$ cat src/rtl/enc4x2_reg.sv
// Registered 4-to-2 priority encoder with input sync,
// debounce and a valid/ack report handshake.
module enc4x2_reg #(
    parameter int DEBOUNCE_CYCLES = 4
) (
    input  logic       SYSCLK,
    input  logic       SYSRESET,
    input  logic       en,
    input  logic [3:0] d,
    input  logic       ack,
    output logic [1:0] y,
    output logic       multi,
    output logic       valid
);

    localparam int CW = (DEBOUNCE_CYCLES > 1) ? $clog2(DEBOUNCE_CYCLES) : 1;
    localparam logic [CW-1:0] CNT_MAX = CW'(DEBOUNCE_CYCLES - 1);

    typedef enum logic [1:0] {
        IDLE    = 2'd0,
        HOLD    = 2'd1,
        RELEASE = 2'd2
    } state_t;

    state_t        state_q, state_d;
    logic [3:0]    s1_q, s2_q;
    logic [3:0]    last_q, stable_q;
    logic [CW-1:0] cnt_q;
    logic [1:0]    y_q;
    logic          multi_q;
    logic          valid_q, valid_d;
    logic          cap;
    logic [1:0]    enc_y;
    logic          enc_multi;

    // Two-flop synchroniser, then hold-time qualification into stable_q
    always_ff @(posedge SYSCLK or posedge SYSRESET) begin
        if (SYSRESET) begin
            s1_q     <= '0;
            s2_q     <= '0;
            last_q   <= '0;
            cnt_q    <= '0;
            stable_q <= '0;
        end else begin
            s1_q <= d;
            s2_q <= s1_q;
            if (s2_q != last_q) begin
                last_q <= s2_q;
                cnt_q  <= '0;
            end else if (cnt_q < CNT_MAX) begin
                cnt_q <= cnt_q + 1'b1;
            end else begin
                stable_q <= last_q;
            end
        end
    end

    // Priority encode of the debounced lines; multi = more than one bit set
    always_comb begin
        enc_y = 2'd0;
        if (stable_q[3])      enc_y = 2'd3;
        else if (stable_q[2]) enc_y = 2'd2;
        else if (stable_q[1]) enc_y = 2'd1;
        else                  enc_y = 2'd0;
        enc_multi = (stable_q & (stable_q - 4'd1)) != 4'd0;
    end

    // Report FSM next state: one report per press, re-arm on all-zero
    always_comb begin
        state_d = state_q;
        valid_d = valid_q;
        cap     = 1'b0;
        unique case (state_q)
            IDLE: begin
                if (en && (stable_q != 4'd0)) begin
                    state_d = HOLD;
                    valid_d = 1'b1;
                    cap     = 1'b1;
                end
            end
            HOLD: begin
                if (!en) begin
                    state_d = IDLE;
                    valid_d = 1'b0;
                end else if (ack) begin
                    state_d = RELEASE;
                    valid_d = 1'b0;
                end
            end
            RELEASE: begin
                if (stable_q == 4'd0) begin
                    state_d = IDLE;
                end
            end
            default: begin
                state_d = IDLE;
                valid_d = 1'b0;
            end
        endcase
    end

    // State, valid flag and captured index; y/multi change only on capture
    always_ff @(posedge SYSCLK or posedge SYSRESET) begin
        if (SYSRESET) begin
            state_q <= IDLE;
            valid_q <= 1'b0;
            y_q     <= 2'd0;
            multi_q <= 1'b0;
        end else begin
            state_q <= state_d;
            valid_q <= valid_d;
            if (cap) begin
                y_q     <= enc_y;
                multi_q <= enc_multi;
            end
        end
    end

    assign y     = y_q;
    assign multi = multi_q;
    assign valid = valid_q;

endmodule

$ cat config.mk
export PLATFORM = sky130hd
export DESIGN_NAME = enc4x2_reg
export DESIGN_NICKNAME = d
export VERILOG_FILES = /design/src/rtl/enc4x2_reg.sv
export SDC_FILE = /design/constraint.sdc
export NUM_CORES = 1
export LEC_CHECK = 0
export BUFFER_PORTS_ARGS = -buffer_cell sky130_fd_sc_hd__buf_2
export CAP_MARGIN = 25
export CORE_MARGIN = 4
export CORE_UTILIZATION = 60
export CTS_BUF_LIST = sky130_fd_sc_hd__clkbuf_4 sky130_fd_sc_hd__clkbuf_8
export CTS_CLUSTER_DIAMETER = 50
export CTS_CLUSTER_SIZE = 16
export DETAILED_ROUTE_END_ITERATION = 8
export MAX_ROUTING_LAYER = met4
export PLACE_DENSITY = 0.82
export SLEW_MARGIN = 10
export SYNTH_ARGS = -nofsm -noshare
export SYNTH_HDL_FRONTEND = slang
export SYNTH_SLANG_ARGS = --single-unit
$ cat constraint.sdc
create_clock -name SYSCLK -period 3.8 [get_ports SYSCLK]
set_input_delay 0.57 -clock SYSCLK [delete_from_list [all_inputs] [get_ports SYSCLK]]
set_output_delay 0.57 -clock SYSCLK [all_outputs]
set_load 0.005 [all_outputs]
==> impl_metrics.prom, run 1 <==
# TYPE chip_impl_metric gauge
chip_impl_metric{name="layout_worst_path_cycle_share",unit="%"} 40.6
chip_impl_metric{name="syn-cell-area",unit="um^2"} 920
chip_impl_metric{name="route.vias.total",unit=""} 483
chip_impl_metric{name="setup_viol",unit=""} 0
chip_impl_metric{name="fin_skew",unit="ns"} 0.0128
chip_impl_metric{name="mean_instance_size_in_the_synthesized_netlist",unit="um^2"} 13.1
chip_impl_info{name="crit_path_start",value="cnt_q[0]"} 1
chip_impl_metric{name="yosys.cell_types.count",unit=""} 24
chip_impl_metric{name="max-clock-path-buffers",unit=""} 2
chip_impl_info{name="most_used_cells_in_the_layout_excluding_fill_and_tap_cells",value="dfrtp_1 (24), buf_2 (11), nor2_1 (7), a21oi_1 (5)"} 1
chip_impl_metric{name="cts_setup_buffers",unit=""} 0
chip_impl_metric{name="htree_num_levels",unit=""} 1
chip_impl_info{name="critPathCapture",value="stable_q[1]"} 1
chip_impl_metric{name="floorplan.initialDensity",unit="%"} 67.3
chip_impl_metric{name="clk-insertion-delay-late",unit="ns"} 0.31
chip_impl_metric{name="clock-sinks",unit=""} 24
chip_impl_metric{name="maxSlewHeadroom",unit="%"} 44.0
chip_impl_metric{name="worst_ir_drop_vdd",unit="V"} 0.000367
chip_impl_metric{name="timing.reg2reg.setup_slack",unit="ns"} 2.26
chip_impl_metric{name="grt_pass1_wl",unit="um"} 1950
chip_impl_metric{name="worst-slew-pin-transition",unit="ns"} 0.839
chip_impl_info{name="start_kind",value="flop"} 1
chip_impl_info{name="cts_root_buffer",value="clkbuf_4"} 1
chip_impl_metric{name="finalInstanceArea",unit="um^2"} 1020
chip_impl_metric{name="hold_slack",unit="ns"} 0.347
chip_impl_metric{name="antenna_violations_before_repair",unit=""} 0
chip_impl_metric{name="mapped_cells",unit=""} 70
chip_impl_metric{name="postCtsHoldBufs",unit=""} 0
chip_impl_metric{name="route.antenna.remaining_nets",unit=""} 0
chip_impl_metric{name="tns",unit="ns"} 0
chip_impl_info{name="worst_r2r_startpoint",value="cnt_q[0]"} 1
chip_impl_metric{name="period_needed",unit="ns"} 1.54
chip_impl_metric{name="die_area",unit="um^2"} 2220
chip_impl_metric{name="n_antenna_cell",unit=""} 0
chip_impl_metric{name="dieWidth",unit="um"} 47.2
chip_impl_metric{name="worst_endpoint_required_time",unit="ns"} 4.00
chip_impl_metric{name="pre_cts_ws",unit="ns"} 2.29
chip_impl_info{name="critPathKind",value="flop to flop"} 1
chip_impl_metric{name="drt_drc_violations_left",unit=""} 0
chip_impl_metric{name="route.detailed.vias_per_inst",unit=""} 5.08
chip_impl_info{name="grt_setup_unrepaired",value="false"} 1
chip_impl_info{name="cp-end-kind",value="flop"} 1
chip_impl_metric{name="dieHeight",unit="um"} 47.2
chip_impl_metric{name="placed_area",unit="um^2"} 967
chip_impl_metric{name="cellLeakagePower",unit="nW"} 0.508
chip_impl_metric{name="drt-wirelength-per-cell",unit="um"} 13.0
chip_impl_metric{name="place.gp.congestion",unit=""} 0.721
chip_impl_metric{name="syn2layout_area_growth",unit="%"} 10.9
chip_impl_metric{name="synth.ff_latch_count",unit=""} 24
chip_impl_metric{name="reg2regPathDepth",unit=""} 4
chip_impl_metric{name="ys.warnings.count",unit=""} 0
chip_impl_info{name="cts_tree",value="yes"} 1
chip_impl_metric{name="num-nets-final",unit=""} 90
chip_impl_metric{name="holdPathStages",unit=""} 1
chip_impl_metric{name="cts_repair_resize_count",unit=""} 0
chip_impl_metric{name="drt_pass1_iterations",unit=""} 3
chip_impl_metric{name="cts-buffers-inserted",unit=""} 3
chip_impl_metric{name="io_pins",unit=""} 12
chip_impl_metric{name="fmax",unit="MHz"} 648
chip_impl_metric{name="syn_nets",unit=""} 79
chip_impl_metric{name="critPathArrivalTime",unit="ns"} 1.75
chip_impl_info{name="status",value="finished, final reports clean"} 1
chip_impl_metric{name="grt_pass1_vias",unit=""} 468
chip_impl_metric{name="drv.max_cap_violation_count",unit=""} 0
chip_impl_metric{name="post-dp-hpwl",unit="um"} 865
chip_impl_metric{name="totalWireLength",unit="um"} 1240
chip_impl_metric{name="cellPowerDensity",unit="nW/um^2"} 459
chip_impl_metric{name="io_buffers",unit=""} 11
chip_impl_info{name="r2r_path_end",value="stable_q[1]"} 1
chip_impl_metric{name="clk_pin_slew_worst_paths",unit="ns"} 0.13
chip_impl_metric{name="final-max-slew-violation-count",unit=""} 0
chip_impl_metric{name="timing_hold_violations_final",unit=""} 0
chip_impl_metric{name="gr-usage-all-layers",unit="%"} 14.1
chip_impl_metric{name="grt_overflow_total",unit=""} 0
chip_impl_metric{name="row_count",unit=""} 13
chip_impl_info{name="final_common_cell",value="dfrtp_1"} 1
chip_impl_metric{name="drive_gt1_share",unit="%"} 26.3
chip_impl_metric{name="path_max_fanout",unit=""} 4
chip_impl_metric{name="synth-seq-area-share",unit="%"} 65.3
chip_impl_metric{name="drt_iter0_markers",unit=""} 3
chip_impl_metric{name="grt_start_max_net_pins",unit=""} 25
chip_impl_metric{name="fin_ws",unit="ns"} 2.26
chip_impl_info{name="worst_hold_class",value="input port to flop"} 1
chip_impl_metric{name="design.core.area",unit="um^2"} 1370
-- per-stage QoR --
step,util [%],power (mW),cells
2_1_floorplan,-,0.287,70
3_3_place_gp,70.8,0.294,91
3_5_place_dp,70.8,0.295,91
4_1_cts,74.6,0.475,95
5_1_grt,74.6,0.485,95
6_report,74.6,0.468,95
-- flip-flops by register name (all words and copies together) (netlist names) --
name and cells:
stable_q 4, s1_q 4, state_q 2, cnt_q 2, y 2, last_q 4
s2_q 4, multi 1, valid 1
-- critical path, stage by stage, from the launching register on --
cell and delay, ns:
dfrtp_1 0.38, ha_1 0.23, bufinv_8 0.20, or2_1 0.30
mux2_4 0.32
-- how the worst min path moves through the flow --
stage,startpoint,to
after floorplan,s1_q[0],s2_q[0]
after global placement,s1_q[1],s2_q[1]
after detailed placement,s1_q[2],s2_q[2]
after CTS,d[0],s1_q[0]
after global routing,d[0],s1_q[0]
final,d[0],s1_q[0]
-- cell type report --
cell class                 instances  area (um^2)
inverter                           5         32.5
clock inverter                     1         30.0
tap                               15         18.8
fill                             104          347
multi-input combinational         36          260
timing repair buffer              11         55.1
clock buffer                       3         22.5
sequential                        24          601
-- report_power, final --
part | leakage, nW | internal [mW] | switching, mW
Combinational | 0.182 | 0.00925 | 0.0107
Sequential | 0.298 | 0.265 | 0.00521
Clock | 0.0279 | 0.107 | 0.0716
Total | 0.508 | 0.381 | 0.0875
-- synth_stat cells --
master,n,area [um^2]
o21ai_1,2,10.0
nor3_2,1,10.0
clkbuf_1,4,15.0
nor2_1,7,26.3
nor4_1,1,6.26
bufinv_8,1,17.5
ha_1,1,12.5
xnor2_1,4,35.0
mux2_4,4,60.1
mux2i_1,1,10.0
a21o_1,1,7.51
nand2_1,1,3.75
dfrtp_1,24,601
inv_1,4,15.0
nand4_1,1,6.26
buf_6,1,11.3
or2_1,1,6.26
nand3_1,1,5.00
o311ai_1,1,8.76
xor2_1,1,8.76
nand2b_1,1,6.26
a21oi_1,5,25.0
o21bai_1,1,7.51
o21ai_0,1,5.00
-- logic make-up (layout without fill, tap and decap cells) --
| family | count (synthesis) | count (layout) | synth area share (%) |
|---|---|---|---|
| buffers and inverters | 10 | 20 | 6.39 |
| AO/OA/AOI/OAI | 11 | 11 | 6.94 |
| XOR/XNOR | 5 | 5 | 4.76 |
| multiplexers | 5 | 5 | 7.62 |
| adder cells (fa/ha/maj) | 1 | 1 | 1.36 |
| flip-flops | 24 | 24 | 65.3 |
| AND/OR/NAND/NOR | 14 | 14 | 7.62 |
-- metal layers --
metal / routed length [um] / global-route usage [%] / vias up
met5: 0 / - / -
met4: 38 / 11.6 / 0
met3: 52 / 2.30 / 4
met2: 592 / 22.5 / 10
met1: 556 / 15.2 / 219
li1: - / - / 250
No activity file was read; power rests on OpenSTA's default activity.
==> run 2, diff against run 1 <==
--- a/config.mk
+++ b/config.mk
@@ -8,13 +8,13 @@
 export BUFFER_PORTS_ARGS = -buffer_cell sky130_fd_sc_hd__buf_2
 export CAP_MARGIN = 25
 export CORE_MARGIN = 4
-export CORE_UTILIZATION = 60
+export CORE_UTILIZATION = 52
 export CTS_BUF_LIST = sky130_fd_sc_hd__clkbuf_4 sky130_fd_sc_hd__clkbuf_8
 export CTS_CLUSTER_DIAMETER = 50
 export CTS_CLUSTER_SIZE = 16
 export DETAILED_ROUTE_END_ITERATION = 8
 export MAX_ROUTING_LAYER = met4
-export PLACE_DENSITY = 0.82
+export PLACE_DENSITY = 0.76
 export SLEW_MARGIN = 10
 export SYNTH_ARGS = -nofsm -noshare
 export SYNTH_HDL_FRONTEND = slang
==> constraint.sdc (replaced) <==
create_clock -name SYSCLK -period 1.24 [get_ports SYSCLK]
set_input_delay 0.186 -clock SYSCLK [delete_from_list [all_inputs] [get_ports SYSCLK]]
set_output_delay 0.186 -clock SYSCLK [all_outputs]
set_load 0.005 [all_outputs]
==> run 2 against run 1 <==
Cell count grew 29%. Wire length grew 15%. Sequential power grew to 3.1 times the previous value. Total power grew to 2.8 times the previous value. The flow now finishes with violations (negative setup slack). Largest power group unchanged. Critical path depth is the same. First-iteration DRC count shrank 33%. Worst hold slack lost 0.19 ns. Maximum frequency grew 11%.
==> impl_metrics.prom, run 2 (synthesis gave the netlist of run 1 again) <==
# TYPE chip_impl_metric gauge
chip_impl_info{name="status",value="finished, violations left"} 1
chip_impl_info{name="violations",value="negative setup slack"} 1
chip_impl_metric{name="reg2regPathDepth",unit=""} 4
chip_impl_metric{name="grt_pass1_vias",unit=""} 639
chip_impl_metric{name="fin_skew",unit="ns"} 0.00124
chip_impl_metric{name="timing_hold_violations_final",unit=""} 0
chip_impl_metric{name="maxSlewHeadroom",unit="%"} 80.7
chip_impl_metric{name="path_max_fanout",unit=""} 4
chip_impl_metric{name="cellPowerDensity",unit="nW/um^2"} 1100
chip_impl_info{name="worst_r2r_startpoint",value="last_q[0]"} 1
chip_impl_metric{name="final-max-slew-violation-count",unit=""} 0
chip_impl_metric{name="io_pins",unit=""} 12
chip_impl_metric{name="critPathArrivalTime",unit="ns"} 1.60
chip_impl_metric{name="grt_start_max_net_pins",unit=""} 25
chip_impl_metric{name="placed_area",unit="um^2"} 1060
chip_impl_metric{name="dieHeight",unit="um"} 50.1
chip_impl_metric{name="worst_ir_drop_vdd",unit="V"} 0.000997
chip_impl_metric{name="dieWidth",unit="um"} 50.1
chip_impl_metric{name="clock_power_share",unit="%"} 30.2
chip_impl_info{name="cp-end-kind",value="flop"} 1
chip_impl_metric{name="antenna_violations_before_repair",unit=""} 0
chip_impl_metric{name="period_needed",unit="ns"} 1.39
chip_impl_metric{name="route.antenna.remaining_nets",unit=""} 0
chip_impl_info{name="critPathKind",value="flop to flop"} 1
chip_impl_metric{name="htree_num_levels",unit=""} 1
chip_impl_metric{name="drt_drc_violations_left",unit=""} 0
chip_impl_metric{name="setup_viol",unit=""} 4
chip_impl_metric{name="drt-wirelength-per-cell",unit="um"} 11.6
chip_impl_metric{name="die_area",unit="um^2"} 2510
chip_impl_metric{name="cellLeakagePower",unit="nW"} 0.589
chip_impl_metric{name="power.switching",unit="uW"} 274
chip_impl_metric{name="max-clock-path-buffers",unit=""} 2
chip_impl_info{name="r2r_path_end",value="stable_q[1]"} 1
chip_impl_metric{name="grt_overflow_total",unit=""} 0
chip_impl_metric{name="drv.max_cap_violation_count",unit=""} 0
chip_impl_metric{name="row_count",unit=""} 14
chip_impl_info{name="critPathCapture",value="stable_q[1]"} 1
chip_impl_metric{name="drt_iter0_markers",unit=""} 2
chip_impl_info{name="crit_path_start",value="last_q[0]"} 1
chip_impl_info{name="start_kind",value="flop"} 1
chip_impl_metric{name="fin_ws",unit="ns"} -0.146
chip_impl_metric{name="intPower",unit="mW"} 1.04
chip_impl_metric{name="design.core.area",unit="um^2"} 1590
chip_impl_metric{name="drive_gt1_share",unit="%"} 41.4
chip_impl_metric{name="route.vias.total",unit=""} 583
chip_impl_metric{name="floorplan.initialDensity",unit="%"} 57.7
chip_impl_metric{name="totalWireLength",unit="um"} 1430
chip_impl_metric{name="worst-slew-pin-transition",unit="ns"} 0.290
chip_impl_metric{name="layout_worst_path_cycle_share",unit="%"} 112
chip_impl_metric{name="cts-buffers-inserted",unit=""} 3
chip_impl_info{name="grt_setup_unrepaired",value="true"} 1
chip_impl_metric{name="num-nets-final",unit=""} 109
chip_impl_metric{name="clk_pin_slew_worst_paths",unit="ns"} 0.12
chip_impl_metric{name="worst_endpoint_required_time",unit="ns"} 1.45
chip_impl_metric{name="n_antenna_cell",unit=""} 0
chip_impl_metric{name="sw_frac_of_total",unit="%"} 20.8
chip_impl_metric{name="layout.core_utilization",unit="%"} 75.3
chip_impl_metric{name="route.detailed.vias_per_inst",unit=""} 4.74
chip_impl_metric{name="io_buffers",unit=""} 11
chip_impl_metric{name="place.gp.congestion",unit=""} 0.805
chip_impl_metric{name="num-fill-cells",unit=""} 110
chip_impl_metric{name="grt_pass1_wl",unit="um"} 2530
chip_impl_info{name="most_used_cells_in_the_layout_excluding_fill_and_tap_cells",value="dfrtp_1 (24), buf_4 (14), buf_2 (11), nor2_1 (6), dlygate4sd3_1 (5)"} 1
chip_impl_metric{name="drt_pass1_iterations",unit=""} 2
chip_impl_info{name="cts_root_buffer",value="clkbuf_4"} 1
chip_impl_metric{name="post-layout-total-power",unit="mW"} 1.32
chip_impl_info{name="cts_tree",value="yes"} 1
chip_impl_metric{name="syn2layout_area_growth",unit="%"} 30.5
chip_impl_metric{name="fmax",unit="MHz"} 722
chip_impl_metric{name="holdPathStages",unit=""} 3
chip_impl_metric{name="seqPwrFrac",unit="%"} 62.6
chip_impl_info{name="worst_hold_class",value="input port to flop"} 1
chip_impl_metric{name="timing.reg2reg.setup_slack",unit="ns"} -0.15
chip_impl_info{name="final_common_cell",value="dfrtp_1"} 1
chip_impl_metric{name="finalInstanceArea",unit="um^2"} 1200
chip_impl_metric{name="post-dp-hpwl",unit="um"} 1020
chip_impl_metric{name="pwr-share-comb",unit="%"} 7.2
chip_impl_metric{name="clk-insertion-delay-late",unit="ns"} 0.31
chip_impl_metric{name="gr-usage-all-layers",unit="%"} 14.1
chip_impl_metric{name="clock-sinks",unit=""} 24
run 2: routing by layer:
layer	global-route usage, %	share of wire, %	vias up
li1	-	-	284
met1	14.4	39	282
met2	24.1	55	13
met3	2.71	4.6	4
met4	9.68	1.5	0
met5	-	0	-
run 2: through the flow:
step           setup TNS, ns  instances  worst slack [ns]  hold WS, ns
2_1_floorplan         -0.717         70            -0.179        0.201
3_3_place_gp          -0.708        112            -0.177        0.233
3_5_place_dp          -0.836        112            -0.214        0.240
4_1_cts               -0.603        121            -0.159        0.145
5_1_grt                -1.00        123            -0.222        0.159
6_report              -0.559        123            -0.146        0.153
run 2: power by group through the flow:
stage | combinational, mW | clock (mW) | sequential (mW)
6_report | 0.0944 | 0.398 | 0.826
2_1_floorplan | 0.0402 | 0 | 0.840
4_1_cts | 0.0911 | 0.417 | 0.826
3_5_place_dp | 0.0783 | 0 | 0.842
3_3_place_gp | 0.0757 | 0 | 0.840
5_1_grt | 0.107 | 0.455 | 0.830
run 2: area by class of cell:
cell class,count,area [um^2],share of cell area (%)
repair buffers,30,210,17.5
flip-flops and latches,24,601,50.1
well taps,24,30.0,2.50
inverters,5,26.3,2.19
multi-input cells,36,297,24.7
clock buffers,4,36.3,3.02
run 2: how the worst min path moves through the flow:
stage / endpoint / from
2_1_floorplan: cnt_q[0] / SYSRESET
3_3_place_gp: s1_q[0] / SYSRESET
3_5_place_dp: s1_q[0] / SYSRESET
4_1_cts: state_q[1] / en
5_1_grt: state_q[1] / ack
6_report: state_q[1] / ack
run 2: repair_timing:
| item | in CTS | in global routing |
|---|---|---|
| gates resized for setup | 2 | 5 |
| hold buffers | 5 | 0 |
| pin swaps | 1 | 4 |
| buffers inserted | 0 | 2 |
| hold endpoints to repair | 28 | 0 |
| setup endpoints to repair | 5 | 10 |
run 2: critical path: stages, from the launching register on:
cell and delay, ns:
dfrtp_1 0.41, xnor2_1 0.17, nand4_1 0.12, or2_4 0.28, mux2_4 0.30
